<file path="src/rtl/mem_stage_pkg.sv">
// Shared definitions for the MEM stage: default widths, FSM encoding and
// small helpers used by the stage top and its memory-interface FSM.
package mem_stage_pkg;

  localparam int WIDTH_D_DEF     = 32;
  localparam int ADDR_RFILE_DEF  = 5;
  localparam int ADDR_DMEM_DEF   = 10;
  localparam int TIMEOUT_CYC_DEF = 15;

  typedef enum logic {
    ST_IDLE = 1'b0,
    ST_WAIT = 1'b1
  } dmem_st_e;

  // Word accesses only: any nonzero byte offset is misaligned.
  function automatic logic is_misal(input logic [1:0] lsb);
    return lsb != 2'b00;
  endfunction

endpackage

</file>
<file path="src/rtl/mem_stage_dmem_if_fsm.sv">
// Data-memory handshake FSM: request/stall generation, timeout counting and
// the registered one-cycle error pulse.
module dmem_if_fsm
  import mem_stage_pkg::*;
#(
  parameter int TIMEOUT_CYC = TIMEOUT_CYC_DEF
) (
  input  logic clk,
  input  logic rst_n,
  input  logic i_acc,
  input  logic i_bad,
  input  logic i_ack,
  output logic o_req,
  output logic o_stall,
  output logic o_tmo,
  output logic o_err
);

  localparam int CW = (TIMEOUT_CYC < 2) ? 1 : $clog2(TIMEOUT_CYC + 1);
  localparam logic [CW-1:0] TMO = CW'(TIMEOUT_CYC);

  dmem_st_e      r_st;
  logic [CW-1:0] r_cnt;
  logic          w_tmo;

  // An ack arriving on the last allowed cycle still completes the access.
  assign w_tmo = (r_st == ST_WAIT) && (r_cnt == TMO) && !i_ack;
  assign o_tmo = w_tmo;

  always_comb begin
    o_req   = 1'b0;
    o_stall = 1'b0;
    case (r_st)
      ST_IDLE: begin
        o_req   = i_acc;
        o_stall = i_acc & ~i_ack;
      end
      ST_WAIT: begin
        o_req   = ~w_tmo;
        o_stall = ~i_ack & ~w_tmo;
      end
      default: begin
        o_req   = 1'b0;
        o_stall = 1'b0;
      end
    endcase
  end

  always_ff @(posedge clk) begin
    if (!rst_n) begin
      r_st  <= ST_IDLE;
      r_cnt <= '0;
      o_err <= 1'b0;
    end else begin
      o_err <= i_bad | w_tmo;
      case (r_st)
        ST_IDLE: begin
          if (i_acc && !i_ack) begin
            r_st  <= ST_WAIT;
            r_cnt <= '0;
          end
        end
        ST_WAIT: begin
          if (i_ack || w_tmo) r_st <= ST_IDLE;
          else                r_cnt <= r_cnt + CW'(1);
        end
        default: r_st <= ST_IDLE;
      endcase
    end
  end

endmodule

</file>
<file path="src/rtl/mem_stage.sv">
// MEM pipeline stage: turns EX/MEM controls into a data-memory transaction,
// stalls upstream while memory is busy, and holds the MEM/WB register.
module mem_stage
  import mem_stage_pkg::*;
#(
  parameter int WIDTH_D     = WIDTH_D_DEF,
  parameter int ADDR_RFILE  = ADDR_RFILE_DEF,
  parameter int ADDR_DMEM   = ADDR_DMEM_DEF,
  parameter int TIMEOUT_CYC = TIMEOUT_CYC_DEF
) (
  input  logic                  clk,
  input  logic                  rst_n,
  input  logic                  mem_to_rfile_t2,
  input  logic                  rfile_w_t2,
  input  logic                  mem_r_t2,
  input  logic                  mem_w_t2,
  input  logic [WIDTH_D-1:0]    y_t,
  input  logic [WIDTH_D-1:0]    rb_data_wab_t2,
  input  logic [ADDR_RFILE-1:0] wb_addr_t,
  output logic                  dmem_req,
  output logic                  dmem_we,
  output logic [ADDR_DMEM-1:0]  dmem_addr,
  output logic [WIDTH_D-1:0]    dmem_wdata,
  input  logic [WIDTH_D-1:0]    dmem_rdata,
  input  logic                  dmem_ack,
  output logic                  mem_stall,
  output logic                  mem_err,
  output logic                  rfile_w_t3,
  output logic [ADDR_RFILE-1:0] wb_addr_t2,
  output logic [WIDTH_D-1:0]    wb_data
);

  logic w_access, w_illegal, w_misal, w_bad, w_legal, w_tmo, w_err;

  assign w_access  = mem_r_t2 | mem_w_t2;
  assign w_illegal = mem_r_t2 & mem_w_t2;
  assign w_misal   = w_access & is_misal(y_t[1:0]);
  assign w_bad     = w_illegal | w_misal;
  assign w_legal   = w_access & ~w_bad;

  // Bus fields come straight from the frozen EX/MEM register, so they stay
  // stable for the whole WAIT period without extra capture flops.
  assign dmem_we    = mem_w_t2;
  assign dmem_addr  = y_t[ADDR_DMEM+1:2];
  assign dmem_wdata = rb_data_wab_t2;

  dmem_if_fsm #(
    .TIMEOUT_CYC(TIMEOUT_CYC)
  ) u_fsm (
    .clk     (clk),
    .rst_n   (rst_n),
    .i_acc   (w_legal),
    .i_bad   (w_bad),
    .i_ack   (dmem_ack),
    .o_req   (dmem_req),
    .o_stall (mem_stall),
    .o_tmo   (w_tmo),
    .o_err   (mem_err)
  );

  assign w_err = w_bad | w_tmo;

  // Stalled cycles insert a bubble; address and data keep their last value.
  always_ff @(posedge clk) begin
    if (!rst_n) begin
      rfile_w_t3 <= 1'b0;
      wb_addr_t2 <= '0;
      wb_data    <= '0;
    end else if (mem_stall) begin
      rfile_w_t3 <= 1'b0;
    end else begin
      rfile_w_t3 <= rfile_w_t2 & ~w_err;
      wb_addr_t2 <= wb_addr_t;
      wb_data    <= mem_to_rfile_t2 ? dmem_rdata : y_t;
    end
  end

endmodule

</file>
<file path="config.mk">
export PLATFORM = sky130hd
export DESIGN_NAME = mem_stage
export DESIGN_NICKNAME = d
export VERILOG_FILES = /design/src/rtl/mem_stage_pkg.sv /design/src/rtl/mem_stage_dmem_if_fsm.sv /design/src/rtl/mem_stage.sv
export SDC_FILE = /design/constraint.sdc
export NUM_CORES = 1
export LEC_CHECK = 0
export ABC_AREA = 1
export BUFFER_PORTS_ARGS = -buffer_cell sky130_fd_sc_hd__buf_2
export CORE_MARGIN = 3
export CORE_UTILIZATION = 36
export DETAILED_ROUTE_END_ITERATION = 8
export GPL_ROUTABILITY_DRIVEN = 0
export PLACE_DENSITY = 0.86
export SYNTH_ARGS = -nofsm -noshare
export SYNTH_HDL_FRONTEND = slang
export SYNTH_HIERARCHICAL = 1
export SYNTH_SLANG_ARGS = --single-unit
</file>
<file path="constraint.sdc">
create_clock -name clk -period 1.75 [get_ports clk]
set_input_delay 0.35 -clock clk [delete_from_list [all_inputs] [get_ports clk]]
set_output_delay 0.35 -clock clk [all_outputs]
set_load 0.01 [all_outputs]
</file>
==> results of run 1 <==
-- report_power, final --
group | total [mW] | switching, mW | leakage (nW) | internal, mW
Sequential | 1.10 | 0.0324 | 0.366 | 1.07
Combinational | 0.472 | 0.260 | 1.41 | 0.212
Clock | 0.642 | 0.320 | 0.0455 | 0.322
Total | 2.22 | 0.612 | 1.82 | 1.61
-- stage by stage --
step                util [%]  hold WS (ns)  std cells
global route            46.4         0.318        556
CTS                     46.2         0.289        556
finish                  46.4         0.301        556
floorplan                  -         0.457        398
detailed placement      44.6         0.468        547
global placement        44.6         0.461        547
-- worst max-delay path, stage by stage, from the launching register on --
cell,delay [ns]
dfxtp_2,0.37
ha_4,0.17
nand4_4,0.13
nor2_2,0.16
nor2_1,0.04
buf_2,0.14
-- layer usage --
metal	track usage [%]	vias up	part of all wire, %
li1	-	1311	-
met1	16.1	1073	43
met2	25.1	93	48
met3	4.70	11	8.2
met4	5.01	0	1.3
met5	0	-	0
-- what timing repair did --
item / CTS / global route
setup buffers: 1 / 0
endpoints found under the setup margin: 1 / 2
pin swaps: 1 / 0
resized for setup: 2 / 3
-- cell families (layout without fill, tap and decap cells) --
logic type | after synthesis | count (layout) | share of synthesized area (%)
buffers and inverters | 104 | 185 | 23.3
AO/OA/AOI/OAI | 43 | 43 | 8.80
adder cells (fa/ha/maj) | 1 | 1 | 0.500
AND/OR/NAND/NOR | 206 | 206 | 32.2
flip-flops | 44 | 44 | 35.2
-- cell usage in the layout (no fill, tap or decap) --
| master | Yosys | layout |
|---|---|---|
| dfxtp_2 | 0 | 2 |
| buf_2 | 10 | 127 |
| o21ai_0 | 32 | 32 |
| nand4_1 | 3 | 3 |
| a21oi_1 | 3 | 3 |
| buf_12 | 0 | 4 |
| buf_4 | 44 | 3 |
| clkbuf_1 | 5 | 2 |
| inv_1 | 42 | 42 |
| dfxtp_1 | 44 | 42 |
| nor2_2 | 2 | 3 |
| a21o_1 | 1 | 1 |
| o21ai_1 | 6 | 6 |
| nand2_1 | 78 | 78 |
| nand3_1 | 3 | 3 |
| ha_4 | 0 | 1 |
| nor2_1 | 118 | 117 |
| nor2_4 | 1 | 1 |
| nand4_4 | 0 | 1 |
| inv_2 | 1 | 1 |
| o21bai_1 | 1 | 1 |
| clkbuf_8 | 0 | 6 |
-- registers in the layout (all words and copies together), names as in the netlist --
signal and count:
rfile_w_t3 1, u_fsm/o_err 1, u_fsm/r_cnt 4, u_fsm/r_st 1, wb_addr_t2 5, wb_data 32
-- final timing paths --
| check | start | endpoint | cells past startpoint |
|---|---|---|---|
| min reg2reg | wb_addr_t2[3] | wb_addr_t2[3] | 2 |
| min | wb_addr_t[2] | wb_addr_t2[2] | 3 |
| max reg2reg | u_fsm/r_cnt[0] | wb_data[18] | 9 |
| max | u_fsm/r_cnt[0] | dmem_req | 5 |
-- layout make-up --
| class | count | area [µm²] |
|---|---|---|
| Fill cell | 675 | 3500 |
| Sequential cell | 44 | 883 |
| Timing Repair Buffer | 134 | 738 |
| Multi-Input combinational cell | 250 | 1060 |
| Tap cell | 77 | 96.3 |
| Inverter | 43 | 161 |
| Clock buffer | 8 | 90.1 |
==> impl_metrics.sql, run 1 <==
INSERT INTO impl_metrics (metric_group, metric, value, unit) VALUES
('sta', 'finalHoldViolations', '0', ''),
('sta', 'fmax', '603', 'MHz'),
('final_layout', 'finalInstanceArea', '0.00303', 'mm²'),
('sta', 'min_period_over_period', '94.7', '%'),
('die', 'rows', '29', ''),
('synthesis', 'synth_fp_nets', '507', ''),
('synthesis', 'yosys.area.top_type', 'dfxtp_1', ''),
('place', 'detailedPlacementHpwl', '4580', 'µm'),
('synthesis', 'synth_enable_flop_cells', '0', ''),
('clock_tree', 'clk_latency', '0.29', 'ns'),
('synthesis', 'yosys.cell_types.count', '20', ''),
('synthesis', 'synth_seq_area_share', '35.2', '%'),
('clock_tree', 'clk_pin_slew', '0.08', 'ns'),
('route', 'drc', '0', ''),
('job', 'max_cap_viol_count', '0', ''),
('synthesis', 'synth_top_cells_by_area', 'dfxtp_1, nor2_1, buf_4', ''),
('final_layout', 'antenna_cells', '0', ''),
('grt', 'pin_count_of_the_biggest_net_entering_global_routing', '65', ''),
('final_layout', 'fraction_of_layout_cells_with_a_size_suffix_above_1', '31.1', '%'),
('clock_tree', 'post_cts_hold_buffer_count', '0', ''),
('setup_path', 'critical_path.startpoint_type', 'register', ''),
('setup_path', 'worstSetupPathType', 'reg2out', ''),
('setup_path', 'r2r_setup_slack', '0.28', 'ns'),
('place', 'placement.io_buffers', '127', ''),
('power_and_ir_drop', 'standby_leakage_power', '1.82', 'nW'),
('die', 'die_wd', '89.4', 'µm'),
('power_and_ir_drop', 'worst_ir_drop_vdd', '0.379', 'mV'),
('grt', 'number_of_global_route_vias_before_repair', '2208', ''),
('synthesis', 'ys.warnings.count', '6', ''),
('setup_path', 'worstSetupEndpointType', 'output port', ''),
('final_layout', 'nNetsFinal', '587', ''),
('clock_tree', 'cts_max_level', '2', ''),
('final_layout', 'areaGrowthSynthToFinish', '21.2', '%'),
('sta', 'finalSetupViolCount', '0', ''),
('setup_path', 'cp_data_required_time', '1.40', 'ns'),
('clock_tree', 'clockRootBuffer', 'clkbuf_8', ''),
('place', 'placement.cell_area', '0.00291', 'mm²'),
('grt', 'grt_overflow', '0', ''),
('setup_path', 'critPathArrivalTime', '1.31', 'ns'),
('clock_tree', 'clock_sink_count', '44', ''),
('grt', 'grt_first_pass_wirelength', '9160', 'µm'),
('synthesis', 'async_flop_share', '0', '%'),
('route', 'total_number_of_vias', '2488', ''),
('synthesis', 'synth-seq-cells', '44', ''),
('sta', 'fin_worst_skew', '0.00814', 'ns'),
('clock_tree', 'cts_inserted_buffers', '5', ''),
('worst_hold_path', 'min-delay-path-class', 'in2reg', ''),
('route', 'drt_total_wl', '5940', 'µm'),
('die', 'die_area', '0.00799', 'mm²'),
('synthesis', 'netlist_top_cells_count', 'nor2_1, nand2_1, buf_4, dfxtp_1, inv_1', ''),
('sta', 'layout_min_cycle_time', '1.66', 'ns'),
('sta', 'rsz0062_at_grt', 'no', ''),
('route', 'drt_iter0_drc', '74', ''),
('power_and_ir_drop', 'power_per_standard_cell_area', '732', 'mW/mm²'),
('clock_tree', 'tritoncts_clock_tree', 'done', ''),
('synthesis', 'synth.avg_cell_area', '6.29', 'µm²'),
('sta', 'count_of_pins_over_their_slew_limit', '0', ''),
('die', 'fp.dieH', '89.4', 'µm'),
('synthesis', 'synth.cell_area', '0.00250', 'mm²'),
('sta', 'layout_setup_ws', '0.0927', 'ns'),
('clock_tree', 'cts_buffer_depth', '2', ''),
('synthesis', 'synth-main-ff-cell', 'dfxtp_1', ''),
('die', 'core', '0.00653', 'mm²'),
('grt', 'number_of_antenna_violations_at_the_first_check_in_global_routing', '0', ''),
('sta', 'setup_total_negative_slack', '0', 'ns'),
('grt', 'gr-usage-all-layers', '14.3', '%'),
('route', 'route.detailed.wl_per_inst', '10.7', 'µm'),
('synthesis', 'post_synth_inst_count', '398', ''),
('die', 'initial_utilization', '38.3', '%'),
('place', 'place_ws', '0.0358', 'ns'),
('route', 'drt_first_pass_iters', '5', ''),
('sta', 'relSlewSlack', '75.0', '%'),
('route', 'antenna_left', '0', ''),
('synthesis', 'synth_most_common_cell', 'nor2_1', ''),
('outcome', 'outcome', 'complete, no violations', ''),
('route', 'detail_route.vias_per_cell', '4.47', ''),
('power_and_ir_drop', 'finalPower', '2.22', 'mW'),
('die', 'ioPinCount', '192', ''),
('sta', 'worst_slew_pin_slew', '0.375', 'ns'),
('setup_path', 'critical_path.max_fanout', '5', ''),
('synthesis', 'synthDominantCellAreaShare', '35.2', '%');
Power figures use the tool's default switching activity.
==> run 2, diff against run 1 <==
CORE_UTILIZATION = 37   (was 36)
CTS_BUF_LIST = sky130_fd_sc_hd__clkbuf_4   (was unset)
PLACE_DENSITY = 0.87   (was 0.86)
==> run 2 against run 1 <==
  * Register-to-register slack got worse by 0.02 ns
  * Die area fell by 2.5%
  * Sequential power barely moved
  * Sequential share of layout area rose by 0.17 points
  * Non-clock buffer count rose by 2
  * Clock skew rose by 0.0018 ns
  * Maximum frequency fell by 1.4%
  * Clock power fell by 28%
  * Total power fell by 8.3%
  * Highest routed layer unchanged
==> impl_metrics.sql, run 2 (synthesis gave the netlist of run 1 again) <==
INSERT INTO impl_metrics (metric_group, metric, value, unit) VALUES
('sta', 'layout_min_cycle_time', '1.68', 'ns'),
('final_layout', 'number_of_flip_flops_in_the_largest_register', '32', ''),
('route', 'drc', '0', ''),
('power_and_ir_drop', 'internal-power', '1.44', 'mW'),
('power_and_ir_drop', 'switching_power', '0.590', 'mW'),
('worst_hold_path', 'hold_path_depth', '3', ''),
('die', 'die_wd', '88.2', 'µm'),
('power_and_ir_drop', 'switching_share', '29.0', '%'),
('place', 'placement.io_buffers', '127', ''),
('final_layout', 'antenna_cells', '0', ''),
('route', 'antenna_left', '0', ''),
('sta', 'finalSetupViolCount', '0', ''),
('clock_tree', 'clk_latency', '0.34', 'ns'),
('setup_path', 'timing.critical_path.cells', 'ha_4, nand3_2, nor2_4, nor2_4, buf_6', ''),
('setup_path', 'critical_path.max_fanout', '4', ''),
('sta', 'finalHoldViolations', '0', ''),
('setup_path', 'worst_path_largest_cell_delay', '0.38', 'ns'),
('setup_path', 'critPathLaunch', 'u_fsm/r_cnt[1]', ''),
('setup_path', 'worstSetupPathType', 'reg2out', ''),
('sta', 'fmax', '595', 'MHz'),
('sta', 'min_period_over_period', '96.1', '%'),
('sta', 'worst_slew_pin_slew', '0.629', 'ns'),
('power_and_ir_drop', 'power_frac_comb', '23.0', '%'),
('die', 'core', '0.00646', 'mm²'),
('route', 'total_number_of_vias', '2507', ''),
('setup_path', 'reg2reg_to', 'wb_data[15]', ''),
('clock_tree', 'clk_pin_slew', '0.12', 'ns'),
('route', 'drt_first_pass_iters', '4', ''),
('setup_path', 'critPathArrivalTime', '1.33', 'ns'),
('setup_path', 'reg2regPathDepth', '9', ''),
('clock_tree', 'cts_inserted_buffers', '5', ''),
('clock_tree', 'post_cts_hold_buffer_count', '0', ''),
('power_and_ir_drop', 'seq_power_share', '54.2', '%'),
('die', 'fp.dieH', '88.2', 'µm'),
('final_layout', 'finalInstanceArea', '0.00303', 'mm²'),
('place', 'placement.cell_area', '0.00289', 'mm²'),
('clock_tree', 'cts_buffer_depth', '2', ''),
('die', 'initial_utilization', '38.7', '%'),
('final_layout', 'fraction_of_layout_cells_with_a_size_suffix_above_1', '32.3', '%'),
('setup_path', 'rr_startpoint', 'u_fsm/r_cnt[1]', ''),
('route', 'detail_route.vias_per_cell', '4.50', ''),
('setup_path', 'r2r_setup_slack', '0.26', 'ns'),
('worst_hold_path', 'worst_hold_path_startpoint', 'wb_addr_t[1]', ''),
('power_and_ir_drop', 'worst_ir_drop_vdd', '0.279', 'mV'),
('route', 'route.detailed.wl_per_inst', '10.6', 'µm'),
('worst_hold_path', 'min-delay-path-class', 'in2reg', ''),
('clock_tree', 'clock_sink_count', '44', ''),
('sta', 'rsz0062_at_grt', 'yes', ''),
('final_layout', 'largest_registers', 'wb_data: 32 flops, wb_addr_t2: 5 flops, u_fsm/r_cnt: 4 flops', ''),
('die', 'die_area', '0.00779', 'mm²'),
('route', 'drt_iter0_drc', '68', ''),
('clock_tree', 'tritoncts_clock_tree', 'done', ''),
('die', 'rows', '29', ''),
('grt', 'number_of_global_route_vias_before_repair', '2177', ''),
('power_and_ir_drop', 'finalPower', '2.03', 'mW'),
('power_and_ir_drop', 'standby_leakage_power', '1.82', 'nW'),
('setup_path', 'master_of_the_slowest_instance_on_the_critical_path', 'dfxtp_2', ''),
('power_and_ir_drop', 'clock_group_share_of_total_power', '22.8', '%'),
('grt', 'number_of_antenna_violations_at_the_first_check_in_global_routing', '0', ''),
('clock_tree', 'clockRootBuffer', 'clkbuf_4', ''),
('grt', 'grt_first_pass_wirelength', '9230', 'µm'),
('die', 'ioPinCount', '192', ''),
('setup_path', 'cp-endpoint', 'mem_stall', ''),
('place', 'detailedPlacementHpwl', '4460', 'µm'),
('route', 'drt_total_wl', '5900', 'µm'),
('grt', 'gr-usage-all-layers', '14.7', '%'),
('sta', 'count_of_pins_over_their_slew_limit', '0', ''),
('grt', 'pin_count_of_the_biggest_net_entering_global_routing', '65', ''),
('setup_path', 'worstSetupEndpointType', 'output port', ''),
('setup_path', 'critical_path.startpoint_type', 'register', ''),
('final_layout', 'layout.cells.most_common', 'buf_2', ''),
('sta', 'fin_worst_skew', '0.00992', 'ns'),
('setup_path', 'cp_data_required_time', '1.40', 'ns'),
('final_layout', 'nNetsFinal', '589', ''),
('power_and_ir_drop', 'power_per_standard_cell_area', '672', 'mW/mm²'),
('outcome', 'outcome', 'complete, no violations', ''),
('clock_tree', 'cts_max_level', '2', ''),
('final_layout', 'largest_register', 'wb_data', ''),
('final_layout', 'layout.cells.most_common_list', 'buf_2, nor2_1, nand2_1', ''),
('setup_path', 'critPathMostFrequentCell', 'nor2_4', ''),
('sta', 'relSlewSlack', '58.1', '%'),
('grt', 'grt_overflow', '0', ''),
('final_layout', 'areaGrowthSynthToFinish', '20.9', '%'),
('final_layout', 'final_core_util', '46.9', '%'),
('job', 'max_cap_viol_count', '0', '');
-- run 2: cell count changes in the layout (fill, tap and decap cells not counted), moves of 2 or more --
cell and delta:
clkbuf_4 +6, clkbuf_1 -2, buf_4 +3, nor2_2 -2, clkbuf_8 -6, nor2_4 +3
-- run 2: how the worst min path moves through the flow --
stage                           to  slack [ns]
floorplan           u_fsm/r_cnt[0]        0.46
global placement     wb_addr_t2[2]        0.46
detailed placement   wb_addr_t2[1]        0.47
CTS                  wb_addr_t2[1]        0.23
global route         wb_addr_t2[1]        0.26
finish               wb_addr_t2[1]        0.25
-- run 2: cell type report --
type	count	area, µm²
well taps	77	96.3
repair buffers	136	747
multi-input cells	250	1080
inverters	43	161
fillers	668	3430
flip-flops and latches	44	887
clock buffers	6	45.0
clock inverters	1	5.00
-- run 2: metal layers --
| layer | part of all wire [%] | GRT usage, % | vias to the layer above |
|---|---|---|---|
| met4 | 1.7 | 5.49 | 0 |
| met5 | 0 | 0 | - |
| met1 | 40 | 16.4 | 1078 |
| li1 | - | - | 1318 |
| met3 | 7.2 | 4.00 | 14 |
| met2 | 51 | 26.6 | 97 |
-- run 2: repair_timing --
item | 4_1_cts | 5_1_grt
resized for setup | 5 | 8
setup buffers | 1 | 3
pin swaps | 1 | 3
endpoints found under the setup margin | 2 | 2
hold endpoints to repair | 0 | 0
-- run 2: power by group through the flow --
stage / sequential, mW / clock (mW) / combinational, mW
final: 1.10 / 0.464 / 0.467
after global routing: 1.11 / 0.528 / 0.534
after CTS: 1.11 / 0.498 / 0.471
after detailed placement: 1.13 / 0 / 0.469
after global placement: 1.13 / 0 / 0.461
after floorplan: 1.16 / 0 / 0.314
-- run 2: through the flow --
step	setup slack (ns)	instances	TNS [ns]	hold WS [ns]
finish	0.0691	557	0	0.246
global route	-0.0158	557	-0.0165	0.261
CTS	0.00640	554	0	0.227
detailed placement	0.0426	546	0	0.471
global placement	0.0955	546	0	0.460
floorplan	0.0619	398	0	0.457
-- run 2: critical path: cells and delay by family, from the launching register on --
kind / cells / cell delay (ns)
fa+ha+maj: 1 / 0.17
buf+inv: 1 / 0.13
flops: 1 / 0.38
simple gates: 3 / 0.31
